`src/rtl/clk_div_pkg.sv`:
```
// Shared types and default parameters for the run-time programmable clock divider.
package clk_div_pkg;

  localparam int DIV_W_DEF       = 8;
  localparam int DEFAULT_DIV_DEF = 4;

  typedef enum logic [1:0] {
    IDLE    = 2'd0,
    RUN     = 2'd1,
    PENDING = 2'd2,
    DRAIN   = 2'd3
  } state_t;

endpackage

```
`src/rtl/clk_div_ctrl.sv`:
```
// Programmable 50%-duty clock divider with tick strobe; divisor updates, enable
// and disable all take effect only on full-period boundaries.
module clk_div_ctrl
  import clk_div_pkg::*;
#(
  parameter int DIV_W       = DIV_W_DEF,
  parameter int DEFAULT_DIV = DEFAULT_DIV_DEF
) (
  input  logic             clk_in,
  input  logic             rst,
  input  logic             en,
  input  logic             cfg_valid,
  input  logic [DIV_W-1:0] cfg_div,
  output logic             cfg_ready,
  output logic             cfg_err,
  output logic             clk_out,
  output logic             tick,
  output logic             active,
  output logic [DIV_W-1:0] cur_div
);

  localparam logic [DIV_W-1:0] ONE      = DIV_W'(1);
  localparam logic [DIV_W-1:0] DIV_INIT = DIV_W'(DEFAULT_DIV);

  state_t           state_q, state_d;
  logic [DIV_W-1:0] div_q, div_d;
  logic [DIV_W-1:0] pend_q, pend_d;
  logic             pend_flag, pend_flag_d;
  logic [DIV_W-1:0] cnt, cnt_d;
  logic             clk_d, tick_d, err_d, ready_d, active_d;

  logic xfer, xfer_ok, boundary, rise, fall;

  // div_q is never 0, so div_q - 1 cannot wrap.
  assign xfer     = cfg_valid && cfg_ready;
  assign xfer_ok  = xfer && (cfg_div != '0);
  assign boundary = (cnt == (div_q - ONE));
  assign rise     = boundary && !clk_out;
  assign fall     = boundary && clk_out;

  always_comb begin
    // NOTE: every output of this block gets a default first so no path leaves
    // a value unassigned, which would otherwise infer a latch.
    state_d     = state_q;
    div_d       = div_q;
    pend_d      = pend_q;
    pend_flag_d = pend_flag;
    cnt_d       = boundary ? '0 : cnt + ONE;
    clk_d       = clk_out ^ boundary;
    tick_d      = rise;
    err_d       = xfer && (cfg_div == '0);

    unique case (state_q)
      IDLE: begin
        cnt_d  = '0;
        clk_d  = 1'b0;
        tick_d = 1'b0;
        if (xfer_ok) div_d = cfg_div;
        if (en) state_d = RUN;
      end

      RUN: begin
        // A transfer wins over en falling; the disable is handled from PENDING.
        if (xfer_ok) begin
          pend_d      = cfg_div;
          pend_flag_d = 1'b1;
          state_d     = PENDING;
        end else if (!en) begin
          if (!clk_out) begin
            state_d = IDLE;
            cnt_d   = '0;
            clk_d   = 1'b0;
            tick_d  = 1'b0;
          end else if (fall) begin
            state_d = IDLE;
          end else begin
            state_d = DRAIN;
          end
        end
      end

      PENDING: begin
        if (fall) begin
          div_d       = pend_q;
          pend_flag_d = 1'b0;
          state_d     = en ? RUN : IDLE;
        end else if (!en) begin
          if (!clk_out) begin
            div_d       = pend_q;
            pend_flag_d = 1'b0;
            state_d     = IDLE;
            cnt_d       = '0;
            clk_d       = 1'b0;
            tick_d      = 1'b0;
          end else begin
            state_d = DRAIN;
          end
        end
      end

      DRAIN: begin
        // en is ignored here; IDLE restarts the divider once the period ends.
        if (fall) begin
          if (pend_flag) div_d = pend_q;
          pend_flag_d = 1'b0;
          state_d     = IDLE;
        end
      end

      default: begin
        state_d = IDLE;
        cnt_d   = '0;
        clk_d   = 1'b0;
        tick_d  = 1'b0;
      end
    endcase

    ready_d  = (state_d == IDLE) || (state_d == RUN);
    active_d = (state_d != IDLE);
  end

  always_ff @(posedge clk_in) begin
    // NOTE: state registers use non-blocking assignments so every flop samples
    // the pre-edge values regardless of statement order.
    if (rst) begin
      state_q   <= IDLE;
      div_q     <= DIV_INIT;
      pend_q    <= '0;
      pend_flag <= 1'b0;
      cnt       <= '0;
      clk_out   <= 1'b0;
      tick      <= 1'b0;
      cfg_ready <= 1'b1;
      cfg_err   <= 1'b0;
      active    <= 1'b0;
    end else begin
      state_q   <= state_d;
      div_q     <= div_d;
      pend_q    <= pend_d;
      pend_flag <= pend_flag_d;
      cnt       <= cnt_d;
      clk_out   <= clk_d;
      tick      <= tick_d;
      cfg_ready <= ready_d;
      cfg_err   <= err_d;
      active    <= active_d;
    end
  end

  assign cur_div = div_q;

endmodule
```
`config.mk`:
```
export PLATFORM = sky130hd
export DESIGN_NAME = clk_div_ctrl
export DESIGN_NICKNAME = d
export VERILOG_FILES = /design/src/rtl/clk_div_pkg.sv /design/src/rtl/clk_div_ctrl.sv
export SDC_FILE = /design/constraint.sdc
export NUM_CORES = 1
export LEC_CHECK = 0
export ABC_AREA = 1
export CORE_ASPECT_RATIO = 1.5
export CORE_MARGIN = 2
export CORE_UTILIZATION = 60
export CTS_BUF_LIST = sky130_fd_sc_hd__clkbuf_16
export CTS_CLUSTER_DIAMETER = 30
export CTS_CLUSTER_SIZE = 30
export DETAILED_ROUTE_END_ITERATION = 10
export DONT_BUFFER_PORTS = 1
export GPL_ROUTABILITY_DRIVEN = 0
export PLACE_DENSITY_LB_ADDON = 0.12
export SLEW_MARGIN = 5
export SYNTH_ARGS = -nofsm -noshare
export SYNTH_HDL_FRONTEND = slang
export SYNTH_SLANG_ARGS = --single-unit
```
`constraint.sdc`:
```
create_clock -name clk_in -period 3.1 [get_ports clk_in]
set_clock_uncertainty 0.15 [all_clocks]
set_input_delay 0.62 -clock clk_in [delete_from_list [all_inputs] [get_ports clk_in]]
set_output_delay 0.62 -clock clk_in [all_outputs]
set_load 0.1 [all_outputs]
```
==> results of run 1 <==
-- final cells by class --
cell class | count | share of cell area, %
inverter | 31 | 5.766
multi-input combinational | 194 | 48.98
clock buffer | 5 | 6.200
tap | 39 | 2.418
sequential | 32 | 31.87
timing repair buffer | 11 | 4.092
clock inverter | 3 | 0.6820
-- cell usage in the layout, fill, tap and decap left out, drive strengths merged --
master  instances
ha              5
nor2           37
inv            31
dfxtp          32
and2            1
o21ai          21
nand3          22
xor2            8
a21oi          22
nand2          66
buf            11
clkbuf          5
nor3            1
clkinv          3
xnor2           4
nand4           2
o211ai          1
o311ai          1
nand3b          3
-- state kept, by name, summed over array words and instances, names as in the netlist, 2 cells and up --
| signal | count |
|---|---|
| cnt | 8 |
| cur_div | 8 |
| pend_q | 8 |
| state_q | 2 |
-- worst max-delay path, delay by kind of cell, from the launching register on --
family | cells | cell delay (ns)
and+or+nand+nor | 12 | 1.14
adders and majority gates | 2 | 0.48
buffers and inverters | 4 | 0.39
DFF | 1 | 0.32
AOI/OAI and AO/OA | 1 | 0.13
-- layer usage --
metal  GRT usage (%)  vias up  share of wire (%)  routed length [microns]
li1                -      861                  -                        -
met1           28.02      707                 40                     1600
met2           46.14       37                 53                     2094
met3           6.118        9                3.5                      138
met4           13.65        0                3.0                      120
met5               0        -                  0                        0
-- path summary, 6_finish.rpt --
kind / endpoint / depth (start not counted)
worst max-delay path: cur_div[2] / 19
worst min-delay path: cur_div[0] / 1
worst max register to register: cur_div[2] / 19
worst min register to register: pend_q[1] / 2
-- cells by family after synthesis --
logic type / share of synthesized area, %
flip-flops: 35.85
AND/OR/NAND/NOR: 32.49
buffers and inverters: 8.823
XOR/XNOR: 5.882
AO/OA/AOI/OAI: 13.45
adder cells (fa/ha/maj): 3.501
-- per-stage QoR --
| step | instances | instance area [sq um] |
|---|---|---|
| finish | 315 | 2018 |
| floorplan | 264 | 1789 |
| detailed placement | 307 | 1879 |
| CTS | 315 | 2018 |
| global route | 315 | 2018 |
| global placement | 307 | 1879 |
-- synthesized netlist by cell type (2+ instances only) --
cell | instances | share of area, %
nand2_1 | 62 | 13
nor2_1 | 34 | 7.1
dfxtp_1 | 32 | 36
inv_1 | 30 | 6.3
nand3_1 | 22 | 6.2
a21oi_1 | 21 | 5.9
o21ai_0 | 20 | 5.6
xor2_1 | 8 | 3.9
ha_1 | 5 | 3.5
xnor2_1 | 4 | 2.0
nand2_2 | 3 | 1.1
nand3b_1 | 3 | 1.3
nor2_4 | 3 | 1.9
buf_2 | 2 | 0.56
clkbuf_1 | 2 | 0.42
nand4_1 | 2 | 0.70
-- report_power, final --
part	switching, W	internal [W]	leakage, nW
logic	0.000219	0.0000849	0.572
registers	0.0000424	0.000440	0.262
clock network	0.000166	0.000291	0.0710
==> flow_summary.toml, run 1 <==
[critical_path]
crit_path_top_delay_cell = "dfxtp_2"
cpPeakStageDelay_ns = 0.32
worst_setup_path_end_kind = "register"
cp_max_fo = 9
rr_startpoint = "cur_div[0]"
crit_arrival_ns = 2.73
start_kind = "register"
cp.required_ns = 3.10
crit_path_start = "cur_div[0]"
path_cells = "inv_1 > ha_1 > inv_1 > nand2_1 > nand2_1 > nand2_1 > nand2_1 > nand3_1 > nor2_1 > nand2_1 > inv_1 > ha_1 > inv_1 > nand3_1 > o211ai_2 > nor2_4 > nand2_4 > nand2_1 > nand3_1"
critical_path_class = "reg2reg"
r2r_slack_ns = 0.37
cpMostUsedCell = "nand2_1"

[yosys]
synth-edff-count = 0
synth.distinct_cells = 27
synthCells = 264
avgSynthCellArea_sq_um = 6.768
seq_area_frac_synth_pct = 35.85
syn_area_sq_um = 1787
synthArstFlopShare_pct = 0
yosys_register_bits = 32
ys.flop_type = "dfxtp_1"
yosysWarnings = 0
synth_nets = 281

[drt]
vias = 1614
vias_per_cell = 5.124
drt-total-wl_microns = 3953
drt_iter0_drc = 47
drt_first_pass_iters = 5
ant_nets = 0
drc = 0
wl_per_cell_microns = 12.55

[power_and_ir_drop]
ir_drop_v = 0.0006350
p_leak_nw = 0.9047
power_density_nw_per_um2 = 616.1
power_w = 0.001243

[global_routing]
antenna_found_initial = 0
overflow = 0
grt_pass1_vias = 1567
grtUsageTotal_pct = 25.79
grt_max_degree = 21
grt_pass1_wl_microns = 6865

[clocking]
clkLatencyLatePin_ns = 0.27
clockRootBuffer = "clkbuf_16"
cts_tree = "yes"
cts_buffer_depth = 2
clock_sinks = 32
post_cts_buffers = 0
clkTransAtPathRegs_ns = 0.05
numCtsBuffers = 5
cts_resized = 0
postCtsHoldBufs = 0
cts_max_level = 2

[outcome]
status = "completed"

[placed_design]
pre_cts_slack_ns = 0.4125
numPortBuffers = 0
hpwlAfterDp_microns = 2904

[sta]
fin_ws_ns = 0.3740
fin_crit_sh_pct = 87.94
hold_viol_final = 0
setup_tns_ns = 0
rsz0062_at_grt = "no"
worst_pin_slew_ns = 0.9384
drv_slew = 0
slew_headroom_pct = 37.35
whs_ns = 0.2558
fmax_ghz = 0.3668
finalSetupViolations = 0
min_period_ns = 2.726

[cells_and_area]
nets = 292
seqCellArea_sq_um = 643.1
area_delta_synth_final_pct = 12.96
drive_above_1_share_pct = 10.87
fillers = 259
utilization_pct = 70.01
multiInputGateArea_sq_um = 988.4
n_antenna_cell = 0

[die]
floorplan.initialDensity_pct = 61.98
die_h_microns = 70.84
core_sq_um = 2883
fp.dieW_microns = 48.56
rows = 24
io_pins = 25
dieArea_sq_um = 3439

[worst_hold_path]
hp-start = "rst"
hold_path_class = "in2reg"

[flow_run]
max_cap_viol_count = 0
Power figures use the tool's default switching activity.
==> inputs of run 2 (changes only) <==
Settings changed: ABC_CLOCK_PERIOD_IN_PS set to 2600.
Clock period 3.1 ns to 2.6 ns, I/O delays scaled along.
==> run 2 against run 1 <==
Net effect: cell count up 2.5%; global-route usage decreased by 0.13 points; maximum frequency grew 13%; combinational power rose by 34%; worst setup slack got worse by 0.18 ns; wire length grew 3.5%; register-to-register slack worse by 0.18 ns; clock power is 35% higher; via count is 4.6% higher; sequential power increased by 16%; critical path type unchanged; critical endpoint unchanged; highest routed layer unchanged.
==> flow_summary.toml, run 2 (synthesis gave the netlist of run 1 again) <==
[critical_path]
crit_path_top_delay_cell = "dfxtp_4"
path_cells = "inv_4 > ha_2 > inv_1 > nand2_1 > nand2_1 > nand2_1 > nand2_1 > nand3_1 > nor2_2 > nand2_2 > inv_2 > ha_4 > inv_2 > nand3_2 > o211ai_4 > nor2_4 > nand2_4 > nand2_1 > nand3_1"
worst_setup_path_end_kind = "register"
cpMostUsedCell = "nand2_1"
crit_arrival_ns = 2.41
reg2regPathDepth = 19
crit_family = "simple AND/OR/NAND/NOR gates"
cpPeakStageDelay_ns = 0.35
start_kind = "register"
critical_path_class = "reg2reg"
cp_max_fo = 8
cp.required_ns = 2.60
critPathBufInv = 4
cp_num_cells = 19

[clocking]
clockRootBuffer = "clkbuf_16"
postCtsHoldBufs = 0
cts_max_level = 2
clkTransAtPathRegs_ns = 0.05
clock_sinks = 32
clkLatencyLatePin_ns = 0.27
cts_buffer_depth = 2
numCtsBuffers = 5
cts_tree = "yes"

[drt]
ant_nets = 0
drc = 0
drt_iter0_drc = 45
vias_per_cell = 5.229
drt-total-wl_microns = 4091
drt_first_pass_iters = 5
vias = 1689
wl_per_cell_microns = 12.67

[sta]
whs_ns = 0.1539
fmax_ghz = 0.4155
hold_viol_final = 0
min_period_ns = 2.407
slew_headroom_pct = 75.61
fin_crit_sh_pct = 92.58
worst_pin_slew_ns = 0.3658
finalSetupViolations = 0
drv_slew = 0

[cells_and_area]
n_antenna_cell = 0
nets = 300
layout_commonest_cell = "nand2_1"
final_cells = 323
fillers = 242
layout_common_cells = "60 x nand2_1, 32 x nor2_1, 27 x inv_1"
area_delta_synth_final_pct = 20.59
utilization_pct = 74.74
drive_above_1_share_pct = 19.37

[power_and_ir_drop]
power_w = 0.001584
p_seq_share_pct = 35.3
ir_drop_v = 0.0007229
power_density_nw_per_um2 = 735.1
clock_power_share_pct = 39.0
netSwitchingFraction_pct = 33.66
switchingPower_w = 0.0005332
combPwrFrac_pct = 25.6
p_leak_nw = 0.9444
p_int_w = 0.001051

[flow_run]
max_cap_viol_count = 0

[die]
core_sq_um = 2883
dieArea_sq_um = 3439
io_pins = 25
fp.dieW_microns = 48.56
die_h_microns = 70.84
rows = 24
floorplan.initialDensity_pct = 61.98

[global_routing]
grt_pass1_wl_microns = 6844
grt_max_degree = 21
antenna_found_initial = 0
overflow = 0
grtUsageTotal_pct = 25.66
grt_pass1_vias = 1579

[placed_design]
numPortBuffers = 0
hpwlAfterDp_microns = 3025
place_inst = 312

[worst_hold_path]
hold_path_class = "in2reg"
min_path_cells = 1

[outcome]
status = "completed"
[run 2: layout make-up]
cell class	count	area, sq um	area share, %
Clock inverter	2	12.51	0.5807
Clock buffer	6	150.1	6.969
Tap cell	39	48.80	2.265
Inverter	31	118.9	5.517
Multi-Input combinational cell	195	1033	47.97
Timing Repair Buffer	18	135.1	6.272
Sequential cell	32	655.6	30.43
[run 2: stage by stage]
step	TNS (ns)	worst slack (ns)	instance area, sq um
2_1_floorplan	0	0.002842	1817
3_3_place_gp	0	0.09331	1944
3_5_place_dp	0	0.02362	1944
4_1_cts	0	0.02410	2107
5_1_grt	-0.1951	-0.03402	2155
6_report	0	0.1930	2155
[run 2: power by group through the flow]
stage / Combinational (W) / Sequential, W / Clock, W
after floorplan: 0.000190 / 0.000693 / 0
after global routing: 0.000446 / 0.000565 / 0.000643
final: 0.000406 / 0.000560 / 0.000618
after global placement: 0.000386 / 0.000568 / 0
after detailed placement: 0.000389 / 0.000568 / 0
after CTS: 0.000393 / 0.000558 / 0.000630
[run 2: what timing repair did]
action | CTS | global route
cloned | 0 | 1
pin swaps | 1 | 3
buffers inserted | 0 | 2
endpoints found under the setup margin | 1 | 17
gates resized for setup | 0 | 9
[run 2: metal layers]
metal	routed length [microns]	share of wire, %	GRT usage (%)	up-vias
met5	0	0	0	-
met4	175	4.3	14.92	0
met3	119	2.9	4.852	15
met2	2260	55	49.23	42
met1	1535	38	25.20	752
li1	-	-	-	880
[run 2: path summary, 6_finish.rpt]
path | startpoint | slack, ns | end
max | cur_div[0] | 0.19 | cur_div[2]
min | rst | 0.15 | cur_div[1]
max reg2reg | cur_div[0] | 0.19 | cur_div[2]
min reg2reg | pend_q[6] | 0.29 | pend_q[6]
==> inputs of run 3 (changes only) <==
--- a/config.mk
+++ b/config.mk
@@ -18,2 +18,3 @@
 export GPL_ROUTABILITY_DRIVEN = 0
+export HOLD_SLACK_MARGIN = 0.05
 export PLACE_DENSITY_LB_ADDON = 0.12
==> constraint.sdc (replaced) <==
create_clock -name clk_in -period 2.6 [get_ports clk_in]
set_clock_uncertainty 0.15 [all_clocks]
set_input_delay 0.39 -clock clk_in [delete_from_list [all_inputs] [get_ports clk_in]]
set_output_delay 0.39 -clock clk_in [all_outputs]
set_load 0.1 [all_outputs]
==> run 3 against run 2 <==
Net effect: count of clock-buffer cells in the layout unchanged; cell area up 1.1%; first-iteration DRC count down 33%; cell count up 0.31%; worst hold slack worse by 0.035 ns; wire length up 2.4%; global-route usage up 0.31 points; sequential power about the same; power up 0.57%; largest cell class unchanged.
==> flow_summary.toml, run 3 (synthesis gave the netlist of run 1 again) <==
[outcome]
status = "completed"

[drt]
drt_iter0_drc = 30
wl_per_cell_microns = 12.93
ant_nets = 0
drt_first_pass_iters = 5
drt-total-wl_microns = 4188
drc = 0
vias_per_cell = 5.290
vias = 1714

[critical_path]
crit_arrival_ns = 2.43
cpMostUsedCell = "nand2_1"
critical_path_class = "reg2reg"
cpPeakStageDelay_ns = 0.34
cp_max_fo = 8
path_cells = "inv_1 > ha_4 > inv_1 > nand2_1 > nand2_1 > nand2_1 > nand2_1 > nand3_1 > nor2_2 > nand2_2 > inv_2 > ha_4 > inv_2 > nand3_2 > o211ai_4 > nor2_4 > nand2_4 > nand2_1 > a21oi_1"
crit_path_top_delay_cell = "dfxtp_4"
cp.required_ns = 2.59
crit_family = "simple AND/OR/NAND/NOR gates"
critPathBufInv = 4
worst_setup_path_end_kind = "register"
start_kind = "register"

[placed_design]
pre_cts_slack_ns = 0.02362
numPortBuffers = 0
hpwlAfterDp_microns = 3025

[sta]
whs_ns = 0.1188
fin_crit_sh_pct = 94.06
min_period_ns = 2.445
slew_headroom_pct = 70.27
hold_viol_final = 0
drv_slew = 0
worst_pin_slew_ns = 0.4445
fmax_ghz = 0.4089
finalSetupViolations = 0
fin_ws_ns = 0.1545

[clocking]
cts_buffer_depth = 2
clockRootBuffer = "clkbuf_16"
clkLatencyLatePin_ns = 0.27
clkTransAtPathRegs_ns = 0.05
clock_sinks = 32
cts_tree = "yes"
cts_max_level = 2
numCtsBuffers = 5

[global_routing]
grt_pass1_wl_microns = 6893
grt_max_degree = 21
overflow = 0
grtUsageTotal_pct = 25.97
antenna_found_initial = 0
grt_pass1_vias = 1592

[cells_and_area]
area_delta_synth_final_pct = 21.92
nets = 301
fillers = 240
utilization_pct = 75.56
multiInputGateArea_sq_um = 1047
n_antenna_cell = 0
drive_above_1_share_pct = 19.65
layout_common_cells = "60 x nand2_1, 32 x nor2_1, 27 x inv_1"
layout_commonest_cell = "nand2_1"
seqCellArea_sq_um = 655.6

[die]
io_pins = 25
die_h_microns = 70.84
core_sq_um = 2883
dieArea_sq_um = 3439
fp.dieW_microns = 48.56
floorplan.initialDensity_pct = 61.98
rows = 24

[power_and_ir_drop]
power_density_nw_per_um2 = 731.2
p_leak_nw = 0.9508
ir_drop_v = 0.0007220

[worst_hold_path]
hold_path_class = "in2reg"

[flow_run]
max_cap_viol_count = 0
-- run 3: cell types whose count changed in the layout (fill, tap and decap cells not counted) --
cell           change
a21oi_1            -1
a21oi_2            +1
dlygate4sd3_1      +1
ha_2               -1
ha_4               +1
-- run 3: worst reg2reg max path, stage by stage (launching register included) --
cell	delay (ns)
dfxtp_4	0.34
inv_1	0.06
ha_4	0.16
inv_1	0.09
nand2_1	0.10
nand2_1	0.10
nand2_1	0.05
nand2_1	0.06
nand3_1	0.08
nor2_2	0.09
nand2_2	0.08
inv_2	0.08
ha_4	0.16
inv_2	0.06
nand3_2	0.10
o211ai_4	0.11
nor2_4	0.19
nand2_4	0.10
nand2_1	0.08
a21oi_1	0.06
-- run 3: path summary, 6_finish.rpt --
check	start	end	slack (ns)	depth (start not counted)
min	cfg_valid	cfg_err	0.12	2
max	cur_div[1]	cur_div[3]	0.15	19
max reg2reg	cur_div[1]	cur_div[3]	0.15	19
min reg2reg	pend_q[6]	pend_q[6]	0.29	2
-- run 3: final cells by class --
type                    instances  share of cell area (%)
clock inverters                 2                  0.5744
multi-input cells             195                   48.08
repair buffers                 19                   6.663
flip-flops and latches         32                   30.10
well taps                      39                   2.240
clock buffers                   6                   6.893
inverters                      31                   5.457
-- run 3: through the flow --
stage | area (sq um) | TNS [ns] | cells | power (W)
3_3_place_gp | 1944 | 0 | 312 | 0.0009536
4_1_cts | 2117 | 0 | 321 | 0.001584
6_report | 2178 | 0 | 324 | 0.001593
3_5_place_dp | 1944 | 0 | 312 | 0.0009568
2_1_floorplan | 1817 | 0 | 264 | 0.0008835
5_1_grt | 2178 | -0.7121 | 324 | 0.001665
-- run 3: report_power, final --
part,internal (W),total [W],switching (W)
Sequential,0.000526,0.000560,0.0000339
Combinational,0.000118,0.000415,0.000297
Clock,0.000410,0.000617,0.000207
Total,0.00105,0.00159,0.000538
-- run 3: repair_timing --
item / in CTS / in global routing
gates resized for setup: 0 / 11
hold buffers: 1 / 0
cloned: 0 / 1
endpoints found under the hold margin: 10 / 0
pin swaps: 1 / 4
setup buffers: 0 / 2
setup endpoints to repair: 1 / 17
-- run 3: layer usage --
metal / wire length [microns] / track usage, % / vias to the layer above
met2: 2305 / 49.23 / 48
li1: - / - / 882
met1: 1565 / 25.20 / 766
met4: 178 / 16.51 / 0
met3: 138 / 5.274 / 18
met5: 0 / 0 / -
